`src/rtl/dnn_accel_system_nios2_qsys_0_oci_dct_packer.sv`:
```
// OCI debug-trace packer: collects 2-bit trace symbols into 30-bit frames,
// hands them to the test-bench consumer over a valid/ready handshake, and
// sequences end-of-test (flush the partial frame, drain the output slot).
module dnn_accel_system_nios2_qsys_0_oci_dct_packer #(
    parameter int SYM_W      = 2,
    parameter int FRAME_SYMS = 15
) (
    input  logic                        clk,
    input  logic                        reset,
    input  logic                        trc_valid,
    input  logic [SYM_W-1:0]            trc_sym,
    input  logic                        test_end_req,
    input  logic                        out_ready,
    output logic [SYM_W*FRAME_SYMS-1:0] dct_buffer,
    output logic [3:0]                  dct_count,
    output logic                        dct_valid,
    output logic                        test_ending,
    output logic                        test_has_ended,
    output logic                        overflow
);

    localparam int FRAME_W = SYM_W * FRAME_SYMS;
    localparam logic [3:0] FULL = 4'(FRAME_SYMS);
    localparam logic [3:0] LAST = 4'(FRAME_SYMS - 1);

    typedef enum logic [1:0] {
        RUN   = 2'd0,
        FLUSH = 2'd1,
        DRAIN = 2'd2,
        DONE  = 2'd3
    } state_e;

    state_e             state;
    logic [FRAME_W-1:0] acc;
    logic [3:0]         acc_count;

    logic               slot_free;
    logic               accept;
    logic [FRAME_W-1:0] acc_appended;

    // Handshake qualifiers and the accumulator with the incoming symbol
    // dropped into the next free slot (upper slots are kept at zero).
    always_comb begin
        slot_free    = !dct_valid || out_ready;
        accept       = trc_valid && (state == RUN);
        acc_appended = acc;
        for (int i = 0; i < FRAME_SYMS; i++) begin
            if (acc_count == 4'(i)) begin
                acc_appended[SYM_W*i +: SYM_W] = trc_sym;
            end
        end
    end

    // Accumulation, output slot and end-of-test sequencing in one register block.
    always_ff @(posedge clk or posedge reset) begin
        if (reset) begin
            state          <= RUN;
            acc            <= '0;
            acc_count      <= '0;
            dct_buffer     <= '0;
            dct_count      <= '0;
            dct_valid      <= 1'b0;
            test_ending    <= 1'b0;
            test_has_ended <= 1'b0;
            overflow       <= 1'b0;
        end else begin
            // A consumed frame leaves the slot empty unless something reloads it below.
            if (dct_valid && out_ready) begin
                dct_valid <= 1'b0;
            end

            if (acc_count == FULL && slot_free) begin
                // A full accumulator moves out first; a new symbol restarts it.
                dct_buffer <= acc;
                dct_count  <= FULL;
                dct_valid  <= 1'b1;
                acc        <= '0;
                if (accept) begin
                    acc[SYM_W-1:0] <= trc_sym;
                    acc_count      <= 4'd1;
                end else begin
                    acc_count <= 4'd0;
                end
            end else if (accept && acc_count == LAST && slot_free) begin
                // The 15th symbol completes the frame and goes straight out.
                dct_buffer <= {trc_sym, acc[FRAME_W-SYM_W-1:0]};
                dct_count  <= FULL;
                dct_valid  <= 1'b1;
                acc        <= '0;
                acc_count  <= 4'd0;
            end else if (accept && acc_count != FULL) begin
                acc       <= acc_appended;
                acc_count <= acc_count + 4'd1;
            end else if (accept) begin
                // Accumulator full and output slot occupied: nowhere to keep it.
                overflow <= 1'b1;
            end

            case (state)
                RUN: begin
                    if (test_end_req) begin
                        state       <= FLUSH;
                        test_ending <= 1'b1;
                    end
                end
                FLUSH: begin
                    if (acc_count == 4'd0) begin
                        state <= DRAIN;
                    end else if (slot_free) begin
                        dct_buffer <= acc;
                        dct_count  <= acc_count;
                        dct_valid  <= 1'b1;
                        acc        <= '0;
                        acc_count  <= 4'd0;
                        state      <= DRAIN;
                    end
                end
                DRAIN: begin
                    if (!dct_valid || out_ready) begin
                        state          <= DONE;
                        test_ending    <= 1'b0;
                        test_has_ended <= 1'b1;
                    end
                end
                DONE: begin
                end
                default: begin
                    state <= RUN;
                end
            endcase
        end
    end

endmodule

```
`config.mk`:
```
export PLATFORM = sky130hd
export DESIGN_NAME = dnn_accel_system_nios2_qsys_0_oci_dct_packer
export DESIGN_NICKNAME = d
export VERILOG_FILES = /design/src/rtl/dnn_accel_system_nios2_qsys_0_oci_dct_packer.sv
export SDC_FILE = /design/constraint.sdc
export NUM_CORES = 1
export LEC_CHECK = 0
export ABC_AREA = 1
export CAP_MARGIN = 20
export CORE_ASPECT_RATIO = 1.25
export CORE_MARGIN = 5
export CORE_UTILIZATION = 25
export DETAILED_ROUTE_END_ITERATION = 10
export GPL_TIMING_DRIVEN = 0
export PLACE_DENSITY = 0.51
export SYNTH_ARGS = -nofsm -noshare
export SYNTH_HDL_FRONTEND = slang
export SYNTH_SLANG_ARGS = --single-unit
```
`constraint.sdc`:
```
create_clock -name clk -period 2.8 [get_ports clk]
set_input_delay 0.56 -clock clk [delete_from_list [all_inputs] [get_ports clk]]
set_output_delay 0.56 -clock clk [all_outputs]
set_load 0.02 [all_outputs]
```
; ---- Yosys cells after proc, flatten, opt, wreduce, memory -nomap -nowiden
; Cells that the tools add are included.
; Widths: inputs -> output; s select.
[word_totals]
rom_bits = 0
memories = 0
in_bits = 7
latch_bits = 0
elab_cells = 103
ramBits = 0
out_inout_bits = 38
regBits = 74
[op_classes]
reduce_logical = 16
muxes = 53
shift = 0
div = 0
n_eq_ne = 21
n_bitwise = 3
add_sub_neg = 1
order_cmp = 0
multipliers = 0
[ops]
columns = op, n
row1 = $mux 30, 11
row2 = $mux 4, 11
row3 = $mux 2, 20
row4 = $eq 4x4->1 const B, 8
row5 = $eq 4x3->1 const B, 4
row6 = $mux 1, 9
row7 = $eq 4x2->1 const B, 2
row8 = $reduce_and 4->1, 2
row9 = $logic_and 1x1->1, 6
row10 = $pmux 2 s3, 1
row11 = $add 4x1->4 const B, 1
row12 = $eq 4x1->1 const B, 1
row13 = $logic_not 4->1, 1
row14 = $ne 2x2->1 const B, 2
row15 = $ne 4x4->1 const B, 1
row16 = $ne 3x3->1 const B, 1
row17 = $not 1->1, 3
row18 = $reduce_and 3->1, 1
row19 = $reduce_bool 3->1, 1
row20 = $eq 2x1->1 const B, 1
row21 = $eq 2x2->1 const B, 1
row22 = $logic_not 2->1, 1
row23 = $pmux 1 s2, 1
row24 = $reduce_and 2->1, 1
row25 = other kinds (3), 3

; ---- Longest topological paths before layout
[logic_depth]
depth_word = 9
mapped_depth = 11

; ---- Least setup slack after synthesis
; No wires, ideal clock.
[synth_timing]
kind = register to register
startpoint = register state[0]
endpoint = register dct_buffer[18]
n_path_buf = 2
arrival_ns = 1.517
path_slack_ns = 1.166
stages_incl_launch_ff = 12
synth_period_minus_slack_ns = 1.634
cell_sequence = dfrtp_1 -> inv_1 -> ha_1 -> nand2_2 -> nor2_8 -> nand3_4 -> nand2_2 -> nor2_4 -> buf_6 -> buf_6 -> nand2_1 -> nand2_1
[synth_via]
elab_chain_cells = 9
[synth_rtl]
columns = item, line
row1 = from (decl), 33  ; state_e state;
row2 = from (signal assigned), 57  ; state <= RUN;
row3 = from (signal assigned), 102  ; state <= FLUSH;
row4 = from (signal assigned), 108  ; state <= DRAIN;
row5 = $logic_not 2->1, 45  ; accept = trc_valid && (state == RUN);
row6 = $logic_and 1x1->1, 45
row7 = $logic_and 1x1->1 (2 in a row), 84  ; end else if (accept && acc_count == LAST && slot_free) begin
row8 = $mux 30, 84
row9 = $mux 30, 72  ; if (acc_count == FULL && slot_free) begin
row10 = $mux 30, 109  ; end else if (slot_free) begin
row11 = $mux 30, 107  ; if (acc_count == 4'd0) begin
row12 = $mux 30 *, 99  ; case (state)
row13 = to (signal assigned), 86  ; dct_buffer <= {trc_sym, acc[FRAME_W-SYM_W-1:0]};
row14 = to (decl), 14  ; output logic [SYM_W*FRAME_SYMS-1:0] dct_buffer,
; Mark *: on every way between the ends. The rest lies on a longest branch, timed or not.
; A chain may end at the register's enable or synchronous reset.

; ---- Worst setup path after layout
[layout_timing]
startpoint = register state[0]
endpoint = register acc[16]
[layout_via]
elab_chain_cells = 9
[layout_rtl]
columns = item, line
row1 = $logic_not 2->1, 45
row2 = $logic_and 1x1->1, 45
row3 = $logic_and 1x1->1 (on tied branches), "91, 84"
row4 = $mux 30 / $logic_and 1x1->1 (equally long branches), "91, 84"
row5 = $mux 30, 84
row6 = $mux 30, 72
row7 = $mux 30, 109
row8 = $mux 30, 107
row9 = $mux 30 *, 99
row10 = "to (signal, indexed assignment)", 79  ; acc[SYM_W-1:0] <= trc_sym;
row11 = to (signal assigned), 92  ; acc <= acc_appended;
row12 = to (decl), 34  ; logic [FRAME_W-1:0] acc;
; Marked as above.

==> impl_metrics.toml <==
[run_status]
status = "finished, final reports clean"

[routing]
ant_nets = 0
viasPerCell = 4.19
post_drt_wl_per_cell_um = 12.3
dr.pass1.iters = 4
wirelength_mm = 8.21
post-route-drc-count = 0
vias = 2800
drt_iter0_markers = 100

[clock_tree]
post_cts_buffers = 0
clk_path_buf_depth = 2
cts_max_level = 3
postCtsHoldBufs = 0
path_clk_slew_ns = 0.05
cts_buffers = 9
cts_repair_resize_count = 0
cts.root.buffer_cell = "clkbuf_16"
cts_tree = "built"
clock_latency_ns = 0.33
cts.sinks = 74

[sta]
layout_setup_ws_ns = 0.880
rsz0062_at_grt = "no"
slew_violations = 0
finalSetupViolations = 0
period_share = 0.686
setup_tns_ns = 0
min_period_ns = 1.92
finClkSkew_ns = 0.00480
fmax_mhz = 521
tightest_slew_ns = 0.591
slew_headroom = 0.606
hold_viol_final = 0
hold_ws_ns = 0.466

[layout]
layout.nets = 505
final_common_cell = "nand2_1"
drive_gt1_frac = 0.0951
num-fill-cells = 1496
layout.cells.non_filler = 669
diodes = 0
final_cell_mix = "174 x nand2_1, 74 x dfrtp_1, 68 x nor2_1, 42 x clkdlybuf4s50_1, 35 x inv_1"
area.growth.synth_to_final_pct = 27.4

[placement]
place_congestion = 0.842
portBuffers = 42
place_ws_ns = 0.499
dp.cells = 654
hpwl_mm = 6.06

[worst_setup_path]
reg2reg_depth = 10
required_ns = 3.03
critical_path_class = "reg -> reg"
cp.arrival_ns = 2.15
startpoint_type = "register"
endpoint_kind = "register"
critPathMaxFanout = 10

[flow_run]
maxCapViolCount = 0

[logic_synthesis]
synthXorXnorAreaFrac = 0.00250
synth_compound_area_frac = 0.0353
syn_avg_cell_area_um2 = 8.05
ys_ff_latch = 74
syn_inst = 436
synth_warnings = 0
yosys.area_share.simple = 0.336
synth_nets = 451
synthMuxAreaShare = 0
synth_top_family_by_area = "simple AND/OR/NAND/NOR gates"
syn_area_um2 = 3510
ys_types = 26
ys_seq_area_frac = 0.528
synth-adder-area-share = 0.0285

[pwr]
power_frac_comb = 0.392
power.switching_w = 0.00160
cellLeakagePower_nw = 2.31
p_per_area_nw_per_um2 = 953
p_sw_frac = 0.377
p_seq_frac = 0.348
vdd_ir_drop_max_v = 0.000320
p_int_w = 0.00265
power_frac_clock = 0.260

[grt]
antenna_found_initial = 0
overflow = 0
grt_pass1_wl_mm = 13.9
grt_start_max_net_pins = 48
grt_busiest_layer = "met2"
grt_util_met1 = 0.130
grtUsageMet2 = 0.182
grt_pass1_vias = 2881
grt_use_total = 0.108
use_met3 = 0.0374

[floorplan]
die_y_um = 142
core-area_um2 = 13800
start_util = 0.254
io_pins = 45
row_count = 48
fp.dieW_um = 116
die_area_um2 = 16500

[min_path]
hold_path.class = "reg -> reg"
holdPathStages = 2
power groups by stage:
stage	sequential, W	combinational [W]	clock [W]
4_1_cts	0.00149	0.00172	0.00114
5_1_grt	0.00152	0.00189	0.00119
3_3_place_gp	0.00149	0.00168	0
3_5_place_dp	0.00150	0.00171	0
6_report	0.00148	0.00167	0.00111
2_1_floorplan	0.00164	0.000965	0
sequential cells by signal, summed over array words and instances, names as in the netlist:
signal and flops:
dct_buffer 30, state 2, acc_count 4, test_ending 1, dct_valid 1, acc 30, overflow 1, test_has_ended 1
dct_count 4
worst max-delay path: stages, from the launching register on:
cell and delay, ns:
dfrtp_1 0.39, inv_1 0.09, ha_1 0.25, nand2_2 0.15, inv_2 0.10, nand2_1 0.12, buf_2 0.23, nor3_2 0.28
nand2_1 0.09, nand2_1 0.07, nor2_1 0.04
cells in the mapped netlist:
cell type  count  area (µm²)
a21oi_1       12        60.1
a22oi_1        1        7.51
a31o_2         1        8.76
buf_2          6        30.0
buf_4          3        22.5
buf_6          3        33.8
clkbuf_1       2        7.51
dfrtp_1       74        1850
ha_1           8         100
inv_1         36         135
inv_2          4        15.0
nand2_1      174         653
nand2_2        2        12.5
nand2_4        1        11.3
nand3_1       19        95.1
nand3_2        1        10.0
nand3_4        2        35.0
nor2_1        68         255
nor2_2         1        6.26
nor2_4         1        11.3
nor2_8         2        40.0
nor3_1         2        10.0
nor3_2         4        40.0
o21ai_0        5        25.0
o21bai_1       3        22.5
xor2_1         1        8.76
cell type report:
class / count / area [µm²] / share of cell area
Timing Repair Buffer: 43 / 448 / 0.100
Buffer: 14 / 93.8 / 0.0210
Clock buffer: 14 / 284 / 0.0635
Clock inverter: 1 / 7.51 / 0.00168
Tap cell: 175 / 219 / 0.0490
Inverter: 40 / 153 / 0.0342
Multi-Input combinational cell: 308 / 1410 / 0.316
Sequential cell: 74 / 1850 / 0.414
cells by family after synthesis:
logic type	after synthesis
AND/OR/NAND/NOR	277
XOR/XNOR	1
buffers and inverters	54
AO/OA/AOI/OAI	22
flip-flops	74
adder cells (fa/ha/maj)	8
stage by stage:
step           cell area, µm²   util  power (W)
3_5_place_dp             4180  0.302    0.00321
6_report                 4470  0.324    0.00426
3_3_place_gp             4150  0.300    0.00317
5_1_grt                  4470  0.324    0.00460
2_1_floorplan            3510      -    0.00261
4_1_cts                  4470  0.324    0.00434
layer usage:
layer	up-vias	routed length, µm
met5	-	0
met4	0	101
met3	8	415
met2	46	3990
met1	1309	3700
li1	1437	-
path summary, 6_finish.rpt:
check	to	slack, ns	from
hold / removal	dct_buffer[18]$_DFF_PP0_	0.47	dct_buffer[18]$_DFF_PP0_
max in group asynchronous	dct_buffer[14]$_DFF_PP0_	1.67	reset
min in group asynchronous	dct_buffer[26]$_DFF_PP0_	0.57	reset
hold reg to reg	dct_buffer[18]$_DFF_PP0_	0.47	dct_buffer[18]$_DFF_PP0_
setup reg to reg	acc[16]$_DFF_PP0_	0.88	state[0]$_DFFE_PP0P_
setup / recovery	acc[16]$_DFF_PP0_	0.88	state[0]$_DFFE_PP0P_
Note: power is estimated with default switching activity, not from simulation.
